## config.mk

```make
export PLATFORM = sky130hd
export DESIGN_NAME = axicb_resp_router
export DESIGN_NICKNAME = d
export VERILOG_FILES = /design/src/rtl/axicb_resp_router.sv
export SDC_FILE = /design/constraint.sdc
export NUM_CORES = 1
export LEC_CHECK = 0
export CAP_MARGIN = 10
export CORE_MARGIN = 2
export CORE_UTILIZATION = 45
export DETAILED_ROUTE_END_ITERATION = 10
export PLACE_DENSITY = 0.83
export SYNTH_ARGS = -nofsm -noshare
export SYNTH_HDL_FRONTEND = slang
export SYNTH_SLANG_ARGS = --single-unit
```

## constraint.sdc

```tcl
create_clock -name aclk -period 7.9 [get_ports aclk]
set_input_delay 1.58 -clock aclk [delete_from_list [all_inputs] [get_ports aclk]]
set_output_delay 1.58 -clock aclk [all_outputs]
set_load 0.1 [all_outputs]
```

## src/rtl/axicb_resp_router.sv

```systemverilog
// ============================================================================
// Module      : axicb_resp_router
// Description : Return-path router for the crossbar arbiter. Records each
//               accepted grant in order and steers in-order response bursts
//               back to the requester that issued them.
//               Optional macro AXICB_ORPHAN_DROP_EN: accept and drop responses
//               that arrive with nothing outstanding, flagging orphan_err.
// Revision    : 1.0 - initial release
// ============================================================================
`default_nettype none

module axicb_resp_router #(
    parameter int REQ_NB  = 4,
    parameter int OSTD_NB = 4,
    parameter int DATA_W  = 8
) (
    input  logic                           aclk,
    input  logic                           aresetn,
    input  logic                           srst,
    input  logic                           req_valid,
    input  logic [REQ_NB-1:0]              req_grant,
    input  logic                           req_ready_in,
    output logic                           req_ready,
    input  logic                           s_rvalid,
    output logic                           s_rready,
    input  logic                           s_rlast,
    input  logic [DATA_W-1:0]              s_rdata,
    output logic [REQ_NB-1:0]              m_rvalid,
    input  logic [REQ_NB-1:0]              m_rready,
    output logic                           m_rlast,
    output logic [DATA_W-1:0]              m_rdata,
    output logic [$clog2(OSTD_NB+1)-1:0]   outstanding
`ifdef AXICB_ORPHAN_DROP_EN
    ,
    output logic                           orphan_err
`endif
);

    localparam int IDX_W = $clog2(OSTD_NB);
    localparam int PTR_W = IDX_W + 1;
    localparam int CNT_W = $clog2(OSTD_NB + 1);

    logic [REQ_NB-1:0] mem_q [OSTD_NB];
    logic [PTR_W-1:0]  wptr_q, wptr_d;
    logic [PTR_W-1:0]  rptr_q, rptr_d;
    logic [CNT_W-1:0]  outstanding_q;

    logic              w_rst_act;
    logic              w_empty;
    logic              w_full;
    logic [REQ_NB-1:0] w_head;
    logic              w_route_rdy;
    logic              w_push;
    logic              w_pop;

    assign w_rst_act = !aresetn || srst;

    // Extra pointer MSB separates the full case from the empty case.
    assign w_empty = (wptr_q == rptr_q);
    assign w_full  = (wptr_q[IDX_W-1:0] == rptr_q[IDX_W-1:0]) &&
                     (wptr_q[PTR_W-1] != rptr_q[PTR_W-1]);

    assign w_head      = w_empty ? '0 : mem_q[rptr_q[IDX_W-1:0]];
    assign w_route_rdy = |(w_head & m_rready);

    assign req_ready = req_ready_in && (w_rst_act || !w_full);
    assign w_push    = req_valid && req_ready && (|req_grant) && !w_rst_act;

    assign m_rvalid = w_rst_act ? '0 : (w_head & {REQ_NB{s_rvalid}});
    assign m_rdata  = s_rdata;
    assign m_rlast  = s_rlast;

`ifdef AXICB_ORPHAN_DROP_EN
    assign s_rready = !w_rst_act && (w_route_rdy || w_empty);
`else
    assign s_rready = !w_rst_act && w_route_rdy;
`endif

    // Orphan beats (empty FIFO) never pop.
    assign w_pop = s_rvalid && s_rready && s_rlast && !w_empty;

    assign wptr_d = wptr_q + PTR_W'(w_push);
    assign rptr_d = rptr_q + PTR_W'(w_pop);

    always_ff @(posedge aclk or negedge aresetn) begin
        if (!aresetn) begin
            wptr_q        <= '0;
            rptr_q        <= '0;
            outstanding_q <= '0;
        end else if (srst) begin
            wptr_q        <= '0;
            rptr_q        <= '0;
            outstanding_q <= '0;
        end else begin
            wptr_q        <= wptr_d;
            rptr_q        <= rptr_d;
            outstanding_q <= CNT_W'(wptr_d - rptr_d);
        end
    end

    // Entry contents are only read when valid, so storage needs no reset.
    always_ff @(posedge aclk) begin
        if (w_push) begin
            mem_q[wptr_q[IDX_W-1:0]] <= req_grant;
        end
    end

    assign outstanding = outstanding_q;

`ifdef AXICB_ORPHAN_DROP_EN
    logic orphan_err_q;

    always_ff @(posedge aclk or negedge aresetn) begin
        if (!aresetn) begin
            orphan_err_q <= 1'b0;
        end else if (srst) begin
            orphan_err_q <= 1'b0;
        end else if (s_rvalid && w_empty) begin
            orphan_err_q <= 1'b1;
        end
    end

    assign orphan_err = orphan_err_q;
`endif

    a_grant_onehot : assert property (@(posedge aclk) disable iff (!aresetn)
        (req_valid && req_ready && (|req_grant)) |-> $onehot(req_grant));

endmodule

`default_nettype wire

```

==> results of run 1 <==
==> cell type report <==
class,instances,share of cell area [%]
repair buffers,24,16.0
well taps,31,2.58
inverters,3,0.750
clock buffers,4,1.75
multi-input cells,60,31.9
flip-flops and latches,25,47.0
==> logic make-up (layout without fill, tap and decap cells) <==
| logic type | after synthesis | after routing | synth area share (%) |
|---|---|---|---|
| muxes | 6 | 6 | 6.92 |
| buffers and inverters | 15 | 31 | 7.70 |
| xor gates and xnor gates | 7 | 7 | 4.78 |
| DFF | 25 | 25 | 55.0 |
| and+or+nand+nor | 32 | 32 | 13.5 |
| AOI/OAI and AO/OA | 9 | 9 | 5.75 |
| adders and majority gates | 6 | 6 | 6.43 |
==> cells in the mapped netlist (all sizes together) <==
master	instances	share of area [%]
dfrtp	9	18
fa	1	1.6
xnor2	5	3.4
a2111oi	1	1.2
ha	5	4.9
and2	1	0.49
buf	11	6.5
mux2i	4	3.1
clkbuf	1	0.29
or2b	2	1.2
nor2	9	2.6
edfxtp	16	37
inv	3	0.88
o22ai	2	0.97
and3	1	0.49
xor2	2	1.4
a21oi	2	0.78
mux4	2	3.8
nor4	1	0.49
nand2	5	1.5
a311oi	1	1.2
nand4b	1	0.68
nand2b	2	0.97
nor3b	2	1.2
o211ai	1	0.59
or2	2	0.97
nor2b	6	2.9
o21ai	1	0.39
a41oi	1	0.68
==> worst max path at each step <==
| stage | startpoint | to | cells after the start |
|---|---|---|---|
| 2_1_floorplan | srst | m_rvalid[0] | 4 |
| 3_3_place_gp | aresetn | m_rvalid[0] | 5 |
| 3_5_place_dp | aresetn | m_rvalid[2] | 5 |
| 4_1_cts | aresetn | m_rvalid[2] | 5 |
| 5_1_grt | aresetn | m_rvalid[3] | 5 |
| 6_report | aresetn | m_rvalid[2] | 5 |
==> where the power goes <==
part	switching (mW)	total (mW)	leakage, nW	internal [mW]
sequential	0.000594	0.141	0.269	0.140
clock	0.0340	0.0537	0.0150	0.0197
combinational	0.0137	0.0237	0.289	0.00997
==> flip-flops by register name, summed over array words and instances, names as in the netlist <==
register / count
outstanding: 3
mem_q: 16
wptr_q: 3
rptr_q: 3
==> layer usage <==
layer	wire (µm)	up-vias	share of wire (%)
li1	-	376	-
met1	870	376	40
met2	1100	19	51
met3	102	16	4.7
met4	80	0	3.7
met5	0	-	0
==> worst reg2reg max path, cell delays in order, from the launching register on <==
cell and delay (ps):
sky130_fd_sc_hd__dfrtp_1 620, sky130_fd_sc_hd__mux4_1 630, sky130_fd_sc_hd__and2_1 190, sky130_fd_sc_hd__a2111oi_2 290
sky130_fd_sc_hd__nor3b_1 100, sky130_fd_sc_hd__ha_1 200, sky130_fd_sc_hd__ha_1 320, sky130_fd_sc_hd__fa_1 410
sky130_fd_sc_hd__xnor2_1 170, sky130_fd_sc_hd__nor2_1 50
==> results.json, run 1 <==
{
  "run_status": "finished clean",
  "final-setup-viol-count": 0,
  "startpoint_type": "primary input",
  "worstHoldStart": "wptr_q[2]",
  "tritoncts.num_buffers": 3,
  "cts_num_sinks": 25,
  "clkSlewWorstSetupHoldPaths_ps": 120,
  "core-area_um2": 2730,
  "worst_hold_path_type": "flop to flop",
  "cts-root-buf": "sky130_fd_sc_hd__clkbuf_4",
  "diodes": 0,
  "critical_path.reg2reg.endpoint": "outstanding[2]",
  "synth.yosys.warnings": 0,
  "tns_ps": 0,
  "critical_path.top_delay_family": "buffers and inverters",
  "die_w_um": 57.4,
  "postSynthAreaPerCell_um2": 12.8,
  "crit_path_top_delay_cell": "sky130_fd_sc_hd__clkdlybuf4s50_1",
  "achievable-frequency_mhz": 174,
  "synth-seq-cells": 25,
  "timing.max_cap.violations": 0,
  "rsz_0062_raised_after_global_routing": "false",
  "timing_max_transition_violations_final": 0,
  "hold-path-cell-count": 2,
  "grt_util_all_layers_pct": 14.1,
  "detail_route.iter0.violations": 17,
  "worst_ep_arrival_time_ps": 4170,
  "place_area_um2": 1480,
  "critical_path_buf_inv_count": 2,
  "most-common-layout-cells": "24 x sky130_fd_sc_hd__clkdlybuf4s50_1, 16 x sky130_fd_sc_hd__edfxtp_1, 9 x sky130_fd_sc_hd__nor2_1, 9 x sky130_fd_sc_hd__dfrtp_1, 6 x sky130_fd_sc_hd__nor2b_1",
  "crit_path_cell_trace": "clkdlybuf4s50_1, nor2b_1, o211ai_1, a21oi_1, clkdlybuf4s50_1",
  "clock-skew-final_ps": 7.69,
  "routed_wirelength_mm": 2.15,
  "design_power_total_uw": 218,
  "die_h_um": 57.4,
  "timing.reg2reg.setup_slack_ps": 4800,
  "area_delta_synth_final_pct": 17.0,
  "cts_resized": 0,
  "synth_nets": 129,
  "critical_path.reg2reg.startpoint": "rptr_q[0]",
  "placement.io_buffers": 24,
  "via_per_inst": 5.35,
  "register_area_um2": 706,
  "grt_pass1_vias": 808,
  "critPathRequiredTime_ps": 6320,
  "ctsHoldBuffers": 0,
  "gpl.final_weighted_congestion": 0.716,
  "max-vdd-ir-drop_v": 0.0000837,
  "reg2reg_depth": 9,
  "start_util_pct": 47.0,
  "grt_util_met2_pct": 25.0,
  "drtAntennaViolNets": 0,
  "clock_path_buffers": 2,
  "routed-via-count": 787,
  "use_met3_pct": 1.36,
  "syn-instance-count": 100,
  "antenna_found_initial": 0,
  "post-cts-setup-buffers": 0,
  "io_pins": 41,
  "netlist-cell-type-count": 32,
  "timing.critical_path.slowest_cell_delay_ps": 1150,
  "grt_pass1_wl_mm": 3.54,
  "synth.yosys.seq_area_share_pct": 55.0,
  "grt.busiest_layer": "met2",
  "tritoncts": "done",
  "area_of_the_mapped_netlist_um2": 1280,
  "preCtsSetupSlack_ps": 2120,
  "hold_violations": 0,
  "timing.critical_path.to_type": "primary output",
  "drive_gt1_share_pct": 6.90,
  "worstSkewPairLatency_ps": 310,
  "placement_rows": 19,
  "fillerInstances": 220,
  "drt_first_pass_iters": 4,
  "timing.final.ws_setup_ps": 2150,
  "design.die.area_um2": 3300,
  "layout_commonest_cell": "sky130_fd_sc_hd__clkdlybuf4s50_1",
  "numPlacedInstances": 143,
  "powerDensity_nw_per_um2": 145,
  "setup_cp_type": "primary input to primary output",
  "timing.critical_path.fanout_max": 11,
  "hold_slack_ps": 641,
  "static-leakage-power_nw": 0.573,
  "multiInputGateArea_um2": 479,
  "min_delay_worst_endpoint": "wptr_q[2]",
  "grt.met1_usage_pct": 16.5,
  "timing.max_slew.rel_slack_pct": 34.6,
  "post-route-cell-area_um2": 1500,
  "hpwl_mm": 1.66,
  "fin_crit_sh_pct": 72.7,
  "drc_errors": 0,
  "finish.cell_count_without_fillers": 147,
  "grt-ovfl-total": 0,
  "final_core_utilization_pct": 54.9,
  "largest_net_degree_at_the_start_of_global_routing": 14,
  "ctsHtreeMaxLevel": 1,
  "path_common_cell": "sky130_fd_sc_hd__clkdlybuf4s50_1",
  "wl_per_cell_um": 14.6,
  "layout_min_cycle_time_ps": 5750,
  "worstMarginPinSlew_ps": 977,
  "design.final.nets": 146
}
Note: power is estimated with default switching activity, not from simulation.
==> run 2: changes to the inputs <==
--- a/config.mk
+++ b/config.mk
@@ -7,9 +7,9 @@
 export LEC_CHECK = 0
 export CAP_MARGIN = 10
 export CORE_MARGIN = 2
-export CORE_UTILIZATION = 45
+export CORE_UTILIZATION = 41
 export DETAILED_ROUTE_END_ITERATION = 10
-export PLACE_DENSITY = 0.83
+export PLACE_DENSITY = 0.8
 export SYNTH_ARGS = -nofsm -noshare
 export SYNTH_HDL_FRONTEND = slang
 export SYNTH_SLANG_ARGS = --single-unit
==> constraint.sdc (replaced) <==
create_clock -name aclk -period 5 [get_ports aclk]
set_input_delay 1 -clock aclk [delete_from_list [all_inputs] [get_ports aclk]]
set_output_delay 1 -clock aclk [all_outputs]
set_load 0.1 [all_outputs]
==> run 2 against run 1 <==
Effect of this change: wire length down 1.8%; clock power up 72%; sequential share of layout area up 0.28 points; worst hold slack better by 11 ps; critical path type unchanged; critical endpoint is now m_rvalid[0]; largest cell class unchanged; highest routed layer unchanged.
==> results.json, run 2 (synthesis results as in run 1) <==
{
  "run_status": "finished clean",
  "cts_resized": 0,
  "drt_first_pass_iters": 4,
  "achievable-frequency_mhz": 265,
  "wl_per_cell_um": 14.2,
  "clock-skew-final_ps": 3.57,
  "clkSlewWorstSetupHoldPaths_ps": 130,
  "diodes": 0,
  "design.die.area_um2": 3590,
  "drc_errors": 0,
  "grt_util_all_layers_pct": 13.1,
  "post-cts-setup-buffers": 0,
  "largest_net_degree_at_the_start_of_global_routing": 16,
  "timing_max_transition_violations_final": 0,
  "area_delta_synth_final_pct": 16.3,
  "critPathCapture": "m_rvalid[0]",
  "rsz_0062_raised_after_global_routing": "false",
  "worstMarginPinSlew_ps": 979,
  "startpoint_type": "primary input",
  "via_per_inst": 5.19,
  "io_pins": 41,
  "critical_path.reg2reg.endpoint": "outstanding[2]",
  "grt_pass1_wl_mm": 3.43,
  "placement_rows": 20,
  "worst_ep_arrival_time_ps": 2770,
  "die_h_um": 60.0,
  "hold_violations": 0,
  "design.final.nets": 146,
  "die_w_um": 60.0,
  "critPathRequiredTime_ps": 4000,
  "place_area_um2": 1460,
  "gpl.final_weighted_congestion": 0.714,
  "preCtsSetupSlack_ps": 1210,
  "timing.max_cap.violations": 0,
  "worst_setup_path_startpoint": "aresetn",
  "timing.critical_path.to_type": "primary output",
  "core-area_um2": 3000,
  "antenna_found_initial": 0,
  "static-leakage-power_nw": 0.583,
  "cts-root-buf": "sky130_fd_sc_hd__clkbuf_4",
  "design_power_total_uw": 352,
  "numPlacedInstances": 145,
  "tritoncts": "done",
  "reg2reg_depth": 9,
  "final-setup-viol-count": 0,
  "drive_gt1_share_pct": 12.9,
  "grt-ovfl-total": 0,
  "timing.critical_path.fanout_max": 11,
  "powerDensity_nw_per_um2": 236,
  "tritoncts.num_buffers": 3,
  "start_util_pct": 42.7,
  "detail_route.iter0.violations": 19,
  "layout_commonest_cell": "sky130_fd_sc_hd__clkdlybuf4s50_1",
  "hold_slack_ps": 651,
  "clock_path_buffers": 2,
  "most-common-layout-cells": "18 x sky130_fd_sc_hd__clkdlybuf4s50_1, 16 x sky130_fd_sc_hd__edfxtp_1, 9 x sky130_fd_sc_hd__nor2_1, 9 x sky130_fd_sc_hd__dfrtp_1",
  "ctsHoldBuffers": 0,
  "routed-via-count": 774,
  "finish.cell_count_without_fillers": 149,
  "timing.final.ws_setup_ps": 1230,
  "placement.io_buffers": 24,
  "cts_num_sinks": 25,
  "drtAntennaViolNets": 0,
  "grt_pass1_vias": 768,
  "fin_crit_sh_pct": 75.4,
  "max-vdd-ir-drop_v": 0.000134,
  "setup_cp_type": "primary input to primary output",
  "tns_ps": 0,
  "final_core_utilization_pct": 49.7,
  "largest_reg_flops": 16,
  "routed_wirelength_mm": 2.11,
  "timing.reg2reg.setup_slack_ps": 1940,
  "post-route-cell-area_um2": 1490,
  "worst_hold_path_type": "flop to flop",
  "layout_min_cycle_time_ps": 3770,
  "ctsHtreeMaxLevel": 1,
  "critical_path.reg2reg.startpoint": "rptr_q[0]",
  "hpwl_mm": 1.66,
  "timing.max_slew.rel_slack_pct": 34.5,
  "worstSkewPairLatency_ps": 320
}
## run 2: metal layers
layer	vias to the layer above	track usage (%)	share of wire (%)
li1	377	-	-
met1	371	17.1	44
met2	18	21.3	49
met3	8	1.95	4.4
met4	0	6.35	2.0
met5	-	0	0
## run 2: how the worst min path moves through the flow
stage | startpoint | to | slack [ps] | cells past startpoint
after global routing | wptr_q[2] | wptr_q[2] | 690 | 2
after CTS | rptr_q[2] | rptr_q[2] | 660 | 2
final | rptr_q[2] | rptr_q[2] | 650 | 2
after detailed placement | rptr_q[2] | rptr_q[2] | 640 | 2
after floorplan | wptr_q[2] | wptr_q[2] | 570 | 2
after global placement | wptr_q[2] | wptr_q[2] | 580 | 2
## run 2: final cells by class
class                      instances  area [µm²]
clock inverter                     1        7.51
tap                               33        41.3
sequential                        25         706
inverter                           3        11.3
timing repair buffer              24         225
fill                             259        1510
clock buffer                       3        22.5
multi-input combinational         60         479
## run 2: report_power, final
| group | switching, mW | leakage, nW | internal, mW |
|---|---|---|---|
| Sequential | 0.000935 | 0.269 | 0.222 |
| Clock | 0.0619 | 0.0139 | 0.0306 |
| Combinational | 0.0217 | 0.300 | 0.0155 |
| Total | 0.0845 | 0.583 | 0.268 |
## run 2: worst max-delay path, stage by stage
cell and delay (ps):
sky130_fd_sc_hd__clkdlybuf4s50_1 740, sky130_fd_sc_hd__nor2b_1 270, sky130_fd_sc_hd__o211ai_1 230, sky130_fd_sc_hd__a21oi_1 200, sky130_fd_sc_hd__buf_4 310
==> run 3: changes to the inputs <==
--- a/config.mk
+++ b/config.mk
@@ -7,9 +7,9 @@
 export LEC_CHECK = 0
 export CAP_MARGIN = 10
 export CORE_MARGIN = 2
-export CORE_UTILIZATION = 41
+export CORE_UTILIZATION = 45
 export DETAILED_ROUTE_END_ITERATION = 10
-export PLACE_DENSITY = 0.8
+export PLACE_DENSITY = 0.83
 export SYNTH_ARGS = -nofsm -noshare
 export SYNTH_HDL_FRONTEND = slang
 export SYNTH_SLANG_ARGS = --single-unit
==> constraint.sdc (replaced) <==
create_clock -name aclk -period 3.54 [get_ports aclk]
set_input_delay 0.708 -clock aclk [delete_from_list [all_inputs] [get_ports aclk]]
set_output_delay 0.708 -clock aclk [all_outputs]
set_load 0.1 [all_outputs]
==> run 3 against run 2 <==
Effect of this change: sequential share of layout area decreased by 2.2 points; clock skew up 1.6 ps; die area shrank 8.3%; core utilization increased by 7.6 points; total power up 40%; combinational power up 53%; flip-flop and latch count unchanged; first-iteration DRC count increased by 58%; wire length is 7.6% higher; design area is 4.9% higher; critical endpoint is now outstanding[2]; largest power group unchanged.
==> results.json, run 3 (synthesis results as in run 1) <==
{
  "io_pins": 41,
  "gpl.final_weighted_congestion": 0.861,
  "timing.reg2reg.setup_slack_ps": 490,
  "worst_hold_path_type": "flop to flop",
  "drive_gt1_share_pct": 13.7,
  "drc_errors": 0,
  "grt_pass1_vias": 871,
  "numPlacedInstances": 144,
  "largest_net_degree_at_the_start_of_global_routing": 14,
  "design_power_total_uw": 492,
  "antenna_found_initial": 0,
  "via_per_inst": 5.36,
  "critPathRequiredTime_ps": 3750,
  "worstMarginPinSlew_ps": 979,
  "drt_first_pass_iters": 4,
  "cts_resized": 0,
  "grt_pass1_wl_mm": 3.91,
  "layout_commonest_cell": "sky130_fd_sc_hd__clkdlybuf4s50_1",
  "drtAntennaViolNets": 0,
  "worstSkewPairLatency_ps": 310,
  "hold_violations": 0,
  "design.final.nets": 147,
  "static-leakage-power_nw": 0.608,
  "powerDensity_nw_per_um2": 314,
  "multiInputGateArea_um2": 479,
  "fin_crit_sh_pct": 86.1,
  "area_delta_synth_final_pct": 22.0,
  "setup_cp_type": "flop to flop",
  "tritoncts": "done",
  "worst_ep_arrival_time_ps": 3250,
  "fillerInstances": 217,
  "design.die.area_um2": 3300,
  "cts-root-buf": "sky130_fd_sc_hd__clkbuf_4",
  "most-common-layout-cells": "17 x sky130_fd_sc_hd__clkdlybuf4s50_1, 16 x sky130_fd_sc_hd__edfxtp_1, 9 x sky130_fd_sc_hd__nor2_1, 9 x sky130_fd_sc_hd__dfrtp_1",
  "rsz_0062_raised_after_global_routing": "false",
  "max-vdd-ir-drop_v": 0.000237,
  "layout_min_cycle_time_ps": 3050,
  "hpwl_mm": 1.79,
  "timing.critical_path.to_type": "flop",
  "register_area_um2": 706,
  "grt_util_all_layers_pct": 15.9,
  "routed-via-count": 793,
  "startpoint_type": "flop",
  "timing_max_transition_violations_final": 0,
  "wl_per_cell_um": 15.4,
  "ctsHoldBuffers": 0,
  "clkSlewWorstSetupHoldPaths_ps": 120,
  "die_h_um": 57.4,
  "detail_route.iter0.violations": 30,
  "final_core_utilization_pct": 57.3,
  "final-setup-viol-count": 0,
  "die_w_um": 57.4,
  "grt-ovfl-total": 0,
  "ctsHtreeMaxLevel": 1,
  "post-cts-setup-buffers": 0,
  "run_status": "finished clean",
  "tritoncts.num_buffers": 3,
  "timing.max_cap.violations": 0,
  "routed_wirelength_mm": 2.27,
  "tns_ps": 0,
  "core-area_um2": 2730,
  "clock_path_buffers": 2,
  "clock-skew-final_ps": 5.18,
  "cts_num_sinks": 25,
  "placement_rows": 19,
  "timing.critical_path.fanout_max": 12,
  "start_util_pct": 47.0,
  "largest_reg_flops": 16,
  "diodes": 0,
  "placement.io_buffers": 24,
  "achievable-frequency_mhz": 328,
  "finish.cell_count_without_fillers": 148,
  "timing.max_slew.rel_slack_pct": 34.5
}
[run 3: changes by cell type in the layout (fill, tap and decap cells not counted)]
cell,delta
sky130_fd_sc_hd__clkbuf_1,+1
sky130_fd_sc_hd__buf_12,+6
sky130_fd_sc_hd__buf_4,-4
sky130_fd_sc_hd__clkdlybuf4s50_1,-1
sky130_fd_sc_hd__clkinvlp_4,-1
[run 3: worst paths after layout]
path                            from        endpoint  cells past startpoint
setup / recovery           rptr_q[0]  outstanding[2]                      9
hold / removal             wptr_q[2]       wptr_q[2]                      2
setup reg to reg           rptr_q[0]  outstanding[2]                      9
hold reg to reg            wptr_q[2]       wptr_q[2]                      2
max in group asynchronous    aresetn  outstanding[0]                      2
min in group asynchronous    aresetn       rptr_q[0]                      2
[run 3: final cells by class]
class	instances	share of cell area, %
Multi-Input combinational cell	60	30.6
Sequential cell	25	45.0
Inverter	3	0.719
Clock buffer	4	1.68
Timing Repair Buffer	25	19.5
Tap cell	31	2.48
[run 3: power breakdown]
group	leakage (nW)	switching (mW)	internal [mW]	total (mW)
registers	0.269	0.00125	0.313	0.314
logic	0.324	0.0321	0.0247	0.0568
clock network	0.0150	0.0764	0.0441	0.120
[run 3: worst max-delay path, cell delays in order (launching register included)]
cell and delay (ps):
sky130_fd_sc_hd__dfrtp_1 610, sky130_fd_sc_hd__mux4_1 620, sky130_fd_sc_hd__and2_1 190, sky130_fd_sc_hd__a2111oi_2 270
sky130_fd_sc_hd__nor3b_1 130, sky130_fd_sc_hd__ha_1 210, sky130_fd_sc_hd__ha_1 310, sky130_fd_sc_hd__fa_1 410
sky130_fd_sc_hd__xnor2_1 160, sky130_fd_sc_hd__nor2_1 50
[run 3: per-layer routing]
metal / vias to the layer above / share of wire (%) / GRT usage [%]
met3: 19 / 4.1 / 1.81
li1: 380 / - / -
met4: 0 / 5.1 / 12.0
met5: - / 0 / 0
met1: 374 / 41 / 18.1
met2: 20 / 49 / 27.3
[run 3: per-stage QoR]
stage | cell area, µm² | worst slack [ps] | hold slack, ps
after floorplan | 1280 | 92.9 | 412
after global placement | 1540 | 403 | 602
after detailed placement | 1540 | 268 | 617
after CTS | 1570 | 506 | 644
after global routing | 1570 | 327 | 691
final | 1570 | 492 | 638
